===== src/rtl/clk_ss_gen_pkg.sv =====
// rtl/clk_ss_gen_pkg.sv - shared constants and state encoding for the slow-clock generator
package clk_ss_gen_pkg;

    localparam int DIV_W_DEF    = 25;
    localparam int DEF_HALF_DEF = 25000;

    localparam logic [1:0] IDLE = 2'd0;
    localparam logic [1:0] HIGH = 2'd1;
    localparam logic [1:0] LOW  = 2'd2;

    typedef enum logic [1:0] {
        ST_IDLE = IDLE,
        ST_HIGH = HIGH,
        ST_LOW  = LOW
    } state_t;

endpackage


===== src/rtl/clk_ss_gen_if.sv =====
// rtl/clk_ss_gen_if.sv - enable, config handshake and slow-clock outputs of clk_ss_gen
interface clk_ss_gen_if
    import clk_ss_gen_pkg::*;
#(
    parameter int DIV_W = DIV_W_DEF
);
    logic             en;
    logic             cfg_valid;
    logic [DIV_W-1:0] cfg_half;
    logic             cfg_ready;
    logic             clk_ss;
    logic             tick_ss;
    logic             running;

    modport master (
        output en, cfg_valid, cfg_half,
        input  cfg_ready, clk_ss, tick_ss, running
    );

    modport slave (
        input  en, cfg_valid, cfg_half,
        output cfg_ready, clk_ss, tick_ss, running
    );

endinterface


===== src/rtl/clk_ss_gen.sv =====
// rtl/clk_ss_gen.sv - programmable 50% duty slow clock with tick strobe and glitch-free ratio changes
module clk_ss_gen
    import clk_ss_gen_pkg::*;
#(
    parameter int DIV_W    = DIV_W_DEF,
    parameter int DEF_HALF = DEF_HALF_DEF
) (
    input  logic         clk,
    input  logic         rst,
    clk_ss_gen_if.slave  ss
);

    localparam logic [DIV_W-1:0] ONE        = DIV_W'(1);
    localparam logic [DIV_W-1:0] DEF_HALF_V = DIV_W'(DEF_HALF);

    state_t           state;
    logic [DIV_W-1:0] cnt;
    logic [DIV_W-1:0] active_half;
    logic [DIV_W-1:0] staged;
    logic [DIV_W-1:0] last_cnt;
    logic             pending;
    logic             at_end;
    logic             apply;
    logic             accept;

    assign last_cnt = active_half - ONE;
    assign at_end   = (cnt == last_cnt);
    // Staged ratio only lands where a period starts: idle, or the last LOW cycle.
    assign apply    = pending && ((state == ST_IDLE) || ((state == ST_LOW) && at_end));
    assign accept   = ss.cfg_valid && ss.cfg_ready;

    always_ff @(posedge clk) begin
        if (rst) begin
            pending      <= 1'b0;
            ss.cfg_ready <= 1'b1;
            staged       <= DEF_HALF_V;
        end else if (apply) begin
            pending      <= 1'b0;
            ss.cfg_ready <= 1'b1;
        end else if (accept) begin
            staged       <= (ss.cfg_half == '0) ? ONE : ss.cfg_half;
            pending      <= 1'b1;
            ss.cfg_ready <= 1'b0;
        end
    end

    always_ff @(posedge clk) begin
        if (rst) begin
            state       <= ST_IDLE;
            cnt         <= '0;
            active_half <= DEF_HALF_V;
            ss.clk_ss   <= 1'b0;
            ss.tick_ss  <= 1'b0;
            ss.running  <= 1'b0;
        end else begin
            ss.tick_ss <= 1'b0;
            case (state)
                ST_IDLE: begin
                    ss.clk_ss <= 1'b0;
                    if (pending) active_half <= staged;
                    if (ss.en) begin
                        state      <= ST_HIGH;
                        ss.clk_ss  <= 1'b1;
                        ss.tick_ss <= 1'b1;
                        ss.running <= 1'b1;
                        cnt        <= '0;
                    end else begin
                        ss.running <= 1'b0;
                    end
                end
                ST_HIGH: begin
                    if (at_end) begin
                        cnt       <= '0;
                        state     <= ST_LOW;
                        ss.clk_ss <= 1'b0;
                    end else begin
                        cnt <= cnt + ONE;
                    end
                end
                ST_LOW: begin
                    if (at_end) begin
                        cnt <= '0;
                        if (pending) active_half <= staged;
                        if (ss.en) begin
                            state      <= ST_HIGH;
                            ss.clk_ss  <= 1'b1;
                            ss.tick_ss <= 1'b1;
                        end else begin
                            state      <= ST_IDLE;
                            ss.running <= 1'b0;
                        end
                    end else begin
                        cnt <= cnt + ONE;
                    end
                end
                default: begin
                    state      <= ST_IDLE;
                    ss.clk_ss  <= 1'b0;
                    ss.running <= 1'b0;
                end
            endcase
        end
    end

endmodule


===== src/flat_wrapper.sv =====
// flat-port wrapper written by rule: the top's interface ports become plain ports
module clk_ss_gen_flat import clk_ss_gen_pkg::*;
#(
    parameter int DIV_W    = DIV_W_DEF,
    parameter int DEF_HALF = DEF_HALF_DEF
)
  (clk, rst, ss_en, ss_cfg_valid, ss_cfg_half, ss_cfg_ready, ss_clk_ss, ss_tick_ss, ss_running);
  clk_ss_gen_if #(.DIV_W(DIV_W)) ss_i ();
  input  logic clk;
  input  logic rst;
  input wire logic [$bits(ss_i.en)-1:0] ss_en;
  input wire logic [$bits(ss_i.cfg_valid)-1:0] ss_cfg_valid;
  input wire logic [$bits(ss_i.cfg_half)-1:0] ss_cfg_half;
  output wire logic [$bits(ss_i.cfg_ready)-1:0] ss_cfg_ready;
  output wire logic [$bits(ss_i.clk_ss)-1:0] ss_clk_ss;
  output wire logic [$bits(ss_i.tick_ss)-1:0] ss_tick_ss;
  output wire logic [$bits(ss_i.running)-1:0] ss_running;
  assign ss_i.en = ss_en;
  assign ss_i.cfg_valid = ss_cfg_valid;
  assign ss_i.cfg_half = ss_cfg_half;
  assign ss_cfg_ready = ss_i.cfg_ready;
  assign ss_clk_ss = ss_i.clk_ss;
  assign ss_tick_ss = ss_i.tick_ss;
  assign ss_running = ss_i.running;
  clk_ss_gen #(.DIV_W(DIV_W), .DEF_HALF(DEF_HALF)) u_core (.clk(clk), .rst(rst), .ss(ss_i));
endmodule

===== config.mk =====
export PLATFORM = sky130hd
export DESIGN_NAME = clk_ss_gen_flat
export DESIGN_NICKNAME = d
export VERILOG_FILES = /design/src/rtl/clk_ss_gen_pkg.sv /design/src/rtl/clk_ss_gen_if.sv /design/src/rtl/clk_ss_gen.sv /design/src/flat_wrapper.sv
export SDC_FILE = /design/constraint.sdc
export NUM_CORES = 1
export LEC_CHECK = 0
export CORE_MARGIN = 2
export CORE_UTILIZATION = 53
export CTS_CLUSTER_SIZE = 12
export DETAILED_ROUTE_END_ITERATION = 8
export GPL_ROUTABILITY_DRIVEN = 1
export HOLD_SLACK_MARGIN = 0.02
export PLACE_DENSITY = 0.74
export SYNTH_ARGS = -nofsm -noshare
export SYNTH_HDL_FRONTEND = slang
export SYNTH_SLANG_ARGS = --single-unit

===== constraint.sdc =====
create_clock -name clk -period 2.8 [get_ports clk]
set_clock_uncertainty 0.05 [all_clocks]
set_input_delay 0.42 -clock clk [delete_from_list [all_inputs] [get_ports clk]]
set_output_delay 0.42 -clock clk [all_outputs]
set_load 0.01 [all_outputs]

* After elaboration in Yosys (flattened, before gate mapping) *
Index checks and enable logic that the tools add are counted.

cells by class
  add/sub/neg operators = 2
  equality and inequality tests = 8
  multiplexer cells = 22
  bitwise logic cells = 2
  reduce and logical (&&, ||, !) cells = 16

operators by type and width
  kind                     count
  $mux W25                 5
  $pmux W25 S2             2
  $add A25 B1 Y25 const B  1
  $eq A25 B25 Y1           1
  $logic_not A25 Y1        1
  $sub A25 B1 Y25 const B  1
  $reduce_and A3 Y1        3
  $mux W1                  8
  $mux W2                  3
  $ne A2 B2 Y1 const B     3
  $pmux W1 S3              2
  $pmux W2 S3              1
  $reduce_and A2 Y1        3
  $ne A2 B1 Y1 const B     2
  $reduce_bool A2 Y1       2
  $reduce_or A2 Y1         2
  $logic_and A1 B1 Y1      3
  $eq A2 B1 Y1 const B     1
  $eq A2 B2 Y1 const B     1
  $logic_not A2 Y1         1
  $not A1 Y1               2
  $pmux W1 S2              1
  $logic_or A1 B1 Y1       1

word-level totals
  bits in registers = 82
  output and inout port bits = 4

* Depth between registers and ports, before layout *
  word-level depth = 7
  gate-level depth with buffers = 12
  mapped depth without buffers = 10

* Worst setup path after synthesis *
OpenSTA, ideal clock, no wires.

  kind = flip-flop to flip-flop
  start = reg u_core.active_half[16]
  end = reg u_core.cnt[11]
  arrival time = 2.854 ns
  required time = 2.633 ns
  slack = -0.220 ns
  cell stages (with the launch flop) = 11
  buffers on the path = 2
  clock period less this slack = 3.020 ns
  path through = dfxtp_1 buf_6 or4_4 or3_1 a2111o_1 a22oi_1 and4bb_2 a31oi_4 buf_6 a21o_1 a22o_1

between the ends
  longest elaborated chain between the ends = 4

ends and longest elaborated chain
  element                 RTL line                            RTL
  start, declared         clk_ss_gen.sv:18                    logic [DIV_W-1:0] active_half;
  start signal, assigned  clk_ss_gen.sv:60                    if (pending) active_half <= staged;
  start signal, assigned  clk_ss_gen.sv:83                    if (pending) active_half <= staged;
  $sub A25 B1 Y25         clk_ss_gen.sv:26                    assign last_cnt = active_half - ONE;
  $eq A25 B25 Y1          clk_ss_gen.sv:27                    assign at_end = (cnt == last_cnt);
  $mux W25                clk_ss_gen.sv:72, clk_ss_gen.sv:81
  $pmux W25 S2            clk_ss_gen.sv:57                    case (state)
  end signal, assigned    clk_ss_gen.sv:77                    cnt <= cnt + ONE;
  end signal, assigned    clk_ss_gen.sv:93                    cnt <= cnt + ONE;
  end, declared           clk_ss_gen.sv:17                    logic [DIV_W-1:0] cnt;

Every way passes these cells.
A chain may end at the register's enable or synchronous reset.

* Final worst setup path *
  start = reg u_core.active_half[16]
  end = reg u_core.cnt[7]

Same word-level chain as after synthesis.

==> results by group <==
Floorplan
  • Core Area: roughly 8600 um^2
  • Initial Util: approximately 54%
  • I/O Pins: 33
  • Die area: approximately 9500 um^2
  • Num rows: 34
  • Die Ht: 97.7 um
  • Die X: 97.7 um

Synth
  • Syn_nets: around 610
  • Largest family of logic cells by synthesized area: simple AND/OR/NAND/NOR gates
  • Yosys cell types: 60
  • Ys async rst share: 0%
  • Main synth FF type: dfxtp_1
  • Synth Register Bits: between 80 and 90
  • Synth Area in Adders: roughly 1.6%
  • Cells after Synth: approximately 570
  • Synth Area in XOR/XNOR: approximately 7.3%
  • Per-instance average area after synthesis: just over 8 um^2
  • Post-synth EDFFs: 0
  • Simple-gate share of the synthesized area: between 20% and 30%
  • Mux cell area share after synthesis: between 6 and 7%
  • Ys Warns: 0
  • Sequential element share of the synthesized area: roughly a third
  • Cell Area, Synth: 4650 um^2
  • Synth Area in Compound Gates: about 16%

Final layout
  • Layout cells sized above 1: about 24%
  • Post-layout util: 71.5%
  • Post-route cell area: 6180 um^2
  • # nets final: 689
  • Area Growth Syn to Fin: 32.7%
  • Commonest non-fill, non-tap cell in the layout: dfxtp_1
  • # diodes: 0
  • Most frequent cells in the layout: dfxtp_1 (76), nand2_1 (59), buf_4 (59)

Setup path
  • Critical path required time: 3.00 ns
  • Worst EP arrival: 3.21 ns
  • Crit. End Element: flop
  • Crit-path slowest cell: or4_4
  • Buf/Inv on CP: 1
  • CP delay by family, top: simple AND/OR/NAND/NOR gates
  • Startpoint Class: flop
  • Slowest cell delay on critical path: ~0.55 ns
  • CP cell instances: or4_4 > or3_1 > a2111o_1 > a22oi_2 > and4bb_2 > a31oi_4 > buf_4 > a21o_1 > a22o_1
  • Setup Crit Path Kind: flop to flop
  • CP max FO: 5

Clock network
  • Num CTS Buffers: 9
  • CTS tree: built
  • Clock Latency Late Sink: around 0.36 ns
  • Hold buffers post-CTS: 0
  • # H-tree levels: 3
  • Clk root buf: clkbuf_8
  • Num Clock Sinks: 82
  • Clk slew on worst S/H paths: approximately 0.09 ns
  • Buffer depth of the longest clock path: 2

Run status
  • Outcome: finished with violations
  • Failing checks: negative setup slack

Detailed routing
  • Vias: 4,686
  • Via/cell ratio: between 6 and 7
  • Initial drt markers: between 200 and 250
  • DR DRC count: 0
  • Final WL: about 14,000 um
  • Drt first pass iters: 8
  • DR WL/cell: roughly 18 um
  • DRT antenna net count: 0

Power and ir drop
  • Pwr Density: between 400 and 500 nW/um^2
  • Leakage: approximately 0.0023 uW
  • VDD IR max: 0.000327 V
  • Total power: roughly 2500 uW

STA
  • Tcrit/Tclk final: 108%
  • Rel. slew slack: a little over three fifths
  • Final Critical Period: roughly 3 ns
  • Final WS setup: -0.214 ns
  • Worst-margin pin slew: between 0.5 and 0.6 ns
  • Fin Hold WS: 0.419 ns
  • Fmax: ~330 MHz
  • Finish-stage setup viols: between 70 and 80
  • Final hold violation count: 0
  • Max Slew Vio Count: 0
  • Setup TNS: -9.28 ns
  • RSZ-0062 raised after global routing: yes

Global routing
  • Largest net degree at the start of global routing: 60
  • Global-route wire length before repair: 20,900 um
  • Initial antenna violation count: 0
  • GRT Total Usage: 26.6%
  • Vias in the first global route: 4,383
  • GR Overflow Total: 0

Hold path
  • Worst Hold Class: flop to flop

Place
  • Detailed placement HPWL: approximately 8900 um
  • Port Buffer Count: 32
  • GP Congestion: around 0.9
  • Dpl cell area: about 5500 um^2

Run
  • Max cap viols: 0
metrics by stage:
| step | worst slack [ns] | std cells |
|---|---|---|
| global route | -0.380 | 767 |
| CTS | -0.121 | 759 |
| global placement | -0.0818 | 732 |
| floorplan | -0.0844 | 572 |
| finish | -0.214 | 767 |
| detailed placement | -0.164 | 732 |
tightest hold or removal path: stages, from the launching register on:
cell and delay, ns:
dfxtp_1 0.31, nand2_1 0.07, o21ai_1 0.06
final timing paths:
| kind | slack, ns | cells after the start | from | end |
|---|---|---|---|---|
| min reg2reg | 0.42 | 2 | u_core.staged[23]$_SDFFE_PP0P_ | u_core.active_half[23]$_SDFFE_PP0P_ |
| max reg2reg | -0.21 | 9 | u_core.active_half[16]$_SDFFE_PP0P_ | u_core.cnt[7]$_SDFFE_PP0P_ |
| max | -0.21 | 9 | u_core.active_half[16]$_SDFFE_PP0P_ | u_core.cnt[7]$_SDFFE_PP0P_ |
| min | 0.42 | 2 | u_core.staged[23]$_SDFFE_PP0P_ | u_core.active_half[23]$_SDFFE_PP0P_ |
layer usage:
metal,global-route usage [%],part of all wire (%)
met1,34.7,40
met2,45.7,50
met3,3.53,6.1
met4,9.08,3.7
met5,0,0
timing repair:
item | 4_1_cts | 5_1_grt
setup buffers | 8 | 8
endpoints found under the hold margin | 0 | 0
endpoints found under the setup margin | 76 | 82
gates resized for setup | 25 | 39
pin swaps | 14 | 15
cloned | 3 | 1
cell usage after synthesis (all sizes together), types with 2 or more instances:
master    n  share of area (%)
nor3     19                2.2
a22oi     2               0.32
nor4b     3               0.89
inv      17                1.4
o21ai    31                3.3
o211ai    5               0.81
nor4     15                2.6
or3       7               0.94
clkbuf   28                2.3
nand2    60                4.8
o31ai     2               0.32
xnor2    28                5.3
a22o      6                1.1
o2111ai   3               0.56
nor2b     2               0.27
dfxtp    82                 35
and4      3               0.56
nor2     45                3.6
nand3    53                5.7
a21oi    27                3.1
nand4    10                1.3
a211oi    5               0.81
and3      8                1.1
or4       7                1.2
or2       2               0.27
nor3b     2               0.32
ha        6                1.6
xor2     11                2.1
mux2i    32                6.9
a221o     3               0.65
o22ai     4               0.54
a21o      9                1.5
and2      7               0.94
a32oi     2               0.38
buf      10                1.5
a31oi     2               0.59
power by group:
part | internal [uW] | total, uW | switching (uW)
Sequential | 1210 | 1230 | 24.8
Combinational | 220 | 444 | 224
Clock | 354 | 816 | 462
layout make-up:
class                           count  area [um^2]
Tap cell                          108          135
Clock inverter                      6         50.0
Fill cell                         657         2460
Inverter                           17         63.8
Sequential cell                    82         1650
Multi-Input combinational cell    436         3100
Timing Repair Buffer              108         1040
Clock buffer                       10          138
registers in the layout, summed over array words and instances, names as in the netlist:
name / flops
u_core.ss.clk_ss: 1
u_core.staged: 25
u_core.ss.tick_ss: 1
u_core.cnt: 25
u_core.ss.cfg_ready: 1
u_core.state: 2
u_core.ss.running: 1
u_core.pending: 1
u_core.active_half: 25
kinds of logic after synthesis:
| group | Yosys count |
|---|---|
| compound gates | 109 |
| xor+xnor | 39 |
| fa+ha+maj | 6 |
| buf+inv | 55 |
| flops | 82 |
| mux | 32 |
| simple gates | 249 |
Note: power is estimated with default switching activity, not from simulation.
==> variant (config.mk and constraints unchanged) <==
The package constant `DIV_W_DEF` goes from 25 to 50.
--- a/src/rtl/clk_ss_gen_pkg.sv
+++ b/src/rtl/clk_ss_gen_pkg.sv
@@ -2,5 +2,5 @@
 package clk_ss_gen_pkg;
 
-    localparam int DIV_W_DEF    = 25;
+    localparam int DIV_W_DEF    = 50;
     localparam int DEF_HALF_DEF = 25000;
 
Interface: changed (resized ss_cfg_half); port bits go from 33 to 58. No check against the original RTL was run, so the function may have changed too.
==> variant against the original RTL <==
- routed wire length rose by 94%
- sequential cell count increased by 75
- the flow still finishes with violations (setup timing)
- power up 120%
- synthesized area is 80% higher
- clock power grew to 2.7 times the old value
- cell area up 86%
- via count grew 74%
- die area increased by 76%
- worst setup slack got worse by 0.38 ns
- highest routed layer unchanged
- non-clock buffer count grew 109
==> variant: results (changes against the original RTL) <==
status: "complete, but fails checks"  # unchanged
violations: "setup timing"  # unchanged
dp_hpwl_um: 17800  # was 8880 µm
cts_buffers: 17  # was 9
crit_arrival_ns: 3.67  # was 3.21 ns
leakage_nw: 4.60  # was 2.32 nW
num_vias: 8172  # was 4686
fin_tns_setup_ns: -78.17  # was -9.28 ns
place_ws_ns: -0.744  # was -0.164 ns
portBuffers: 57  # was 32
grt_pass1_vias: 7566  # was 4383
root_buffer: "clkbuf_16"  # was clkbuf_8
vias_per_cell: 5.86  # was 6.11
place_inst: 1343  # was 732
dr.pass1.iters: 5  # was 8
layout_setup_ws_ns: -0.592  # was -0.214 ns
vdd_drop_max_mv: 0.475  # was 0.327 mV
setup_violations: 157  # was 79
seq_area_frac_synth: 0.375  # was 0.353
grt_util_all_layers: 0.308  # was 0.266
clock_latency_ns: 0.44  # was 0.36 ns
clk_pin_slew_ns: 0.07  # was 0.09 ns
grt_max_degree: 45  # was 60
use_met2: 0.493  # was 0.457
relSlewSlack: 0.575  # was 0.630
ys_types: 67  # was 60
synth.top_cells.by_count: "dfxtp_1, nand2_1, nor2_1"  # was dfxtp_1, nand2_1, nand3_1
synthCells: 994  # was 572
use_met3: 0.0566  # was 0.0353
grt_pass1_wl_um: 40100  # was 20900 µm
h-tree-depth: 4  # was 3
ys_top_cells_by_area: "dfxtp_1, mux2i_1, xnor2_1"  # was dfxtp_1, mux2i_1, nand3_1
fin_crit_sh: 1.21  # was 1.08
diodes: 0  # unchanged
grtUsageMet1: 0.426  # was 0.347
synth_fp_nets: 1054  # was 607
slowest_delay_ns: 0.53  # was 0.55 ns
nets: 1231  # was 689
==> variant: cell types whose count changed in the layout (fill, tap and decap cells not counted), sizes merged, moves of 43 or more <==
cell / before / now
nand2: 60 / 127
nor2: 45 / 103
buf: 75 / 153
xor2: 11 / 54
a31o: 0 / 43
dfxtp: 82 / 157
==> variant: power breakdown <==
| part | internal, mW | switching, mW | total (mW) |
|---|---|---|---|
| combinational | 0.416 | 0.424 | 0.840 |
| sequential | 2.31 | 0.0438 | 2.35 |
| clock | 1.18 | 1.04 | 2.22 |
==> variant: what timing repair did <==
item	4_1_cts	5_1_grt
setup buffers	6	5
pin swaps	8	9
setup endpoints to repair	157	157
cloned	1	10
resized for setup	44	32
==> variant: final timing paths <==
| path | end | cells after the start | startpoint | slack [ns] |
|---|---|---|---|---|
| worst max-delay path | u_core.staged[39] | 10 | u_core.active_half[27] | -0.59 |
| worst max register to register | u_core.staged[39] | 10 | u_core.active_half[27] | -0.59 |
| worst min register to register | u_core.active_half[24] | 2 | u_core.staged[24] | 0.43 |
| worst min-delay path | u_core.active_half[24] | 2 | u_core.staged[24] | 0.43 |
==> variant: final cells by class <==
type / instances / area, µm² / share of cell area
Tap cell: 211 / 264 / 0.0230
Sequential cell: 157 / 3150 / 0.274
Clock buffer: 19 / 443 / 0.0386
Multi-Input combinational cell: 763 / 5400 / 0.470
Clock inverter: 13 / 106 / 0.00926
Inverter: 15 / 58.8 / 0.00512
Timing Repair Buffer: 217 / 2060 / 0.179
==> variant: metrics by stage <==
| stage | total power [mW] | hold WS, ns | utilization | instance area [µm²] |
|---|---|---|---|---|
| after floorplan | 2.81 | 0.394 | - | 8590 |
| after global placement | 3.08 | 0.403 | 0.671 | 10300 |
| after detailed placement | 3.09 | 0.405 | 0.671 | 10300 |
| after CTS | 5.31 | 0.422 | 0.725 | 11100 |
| after global routing | 5.58 | 0.450 | 0.750 | 11500 |
| final | 5.41 | 0.434 | 0.750 | 11500 |
==> variant: routing by layer <==
layer  share of wire  vias to the layer above
li1                -                     3905
met1            0.44                     3908
met2            0.47                      309
met3           0.059                       50
met4           0.027                        0
met5               0                        -
==> variant: logic make-up (layout without fill, tap and decap cells) <==
kind of cell | Yosys count | count (layout) | synth area share
compound gates | 155 | 156 | 0.127
flops | 157 | 157 | 0.375
fa+ha+maj | 6 | 6 | 0.00896
xor+xnor | 111 | 111 | 0.116
buf+inv | 75 | 264 | 0.0372
simple gates | 431 | 431 | 0.265
mux | 59 | 59 | 0.0711
==> variant: tightest hold or removal path, delay by kind of cell (launching register included) <==
family | cells | cell delay (ns)
flops | 1 | 0.30
simple gates | 1 | 0.07
mux | 1 | 0.07
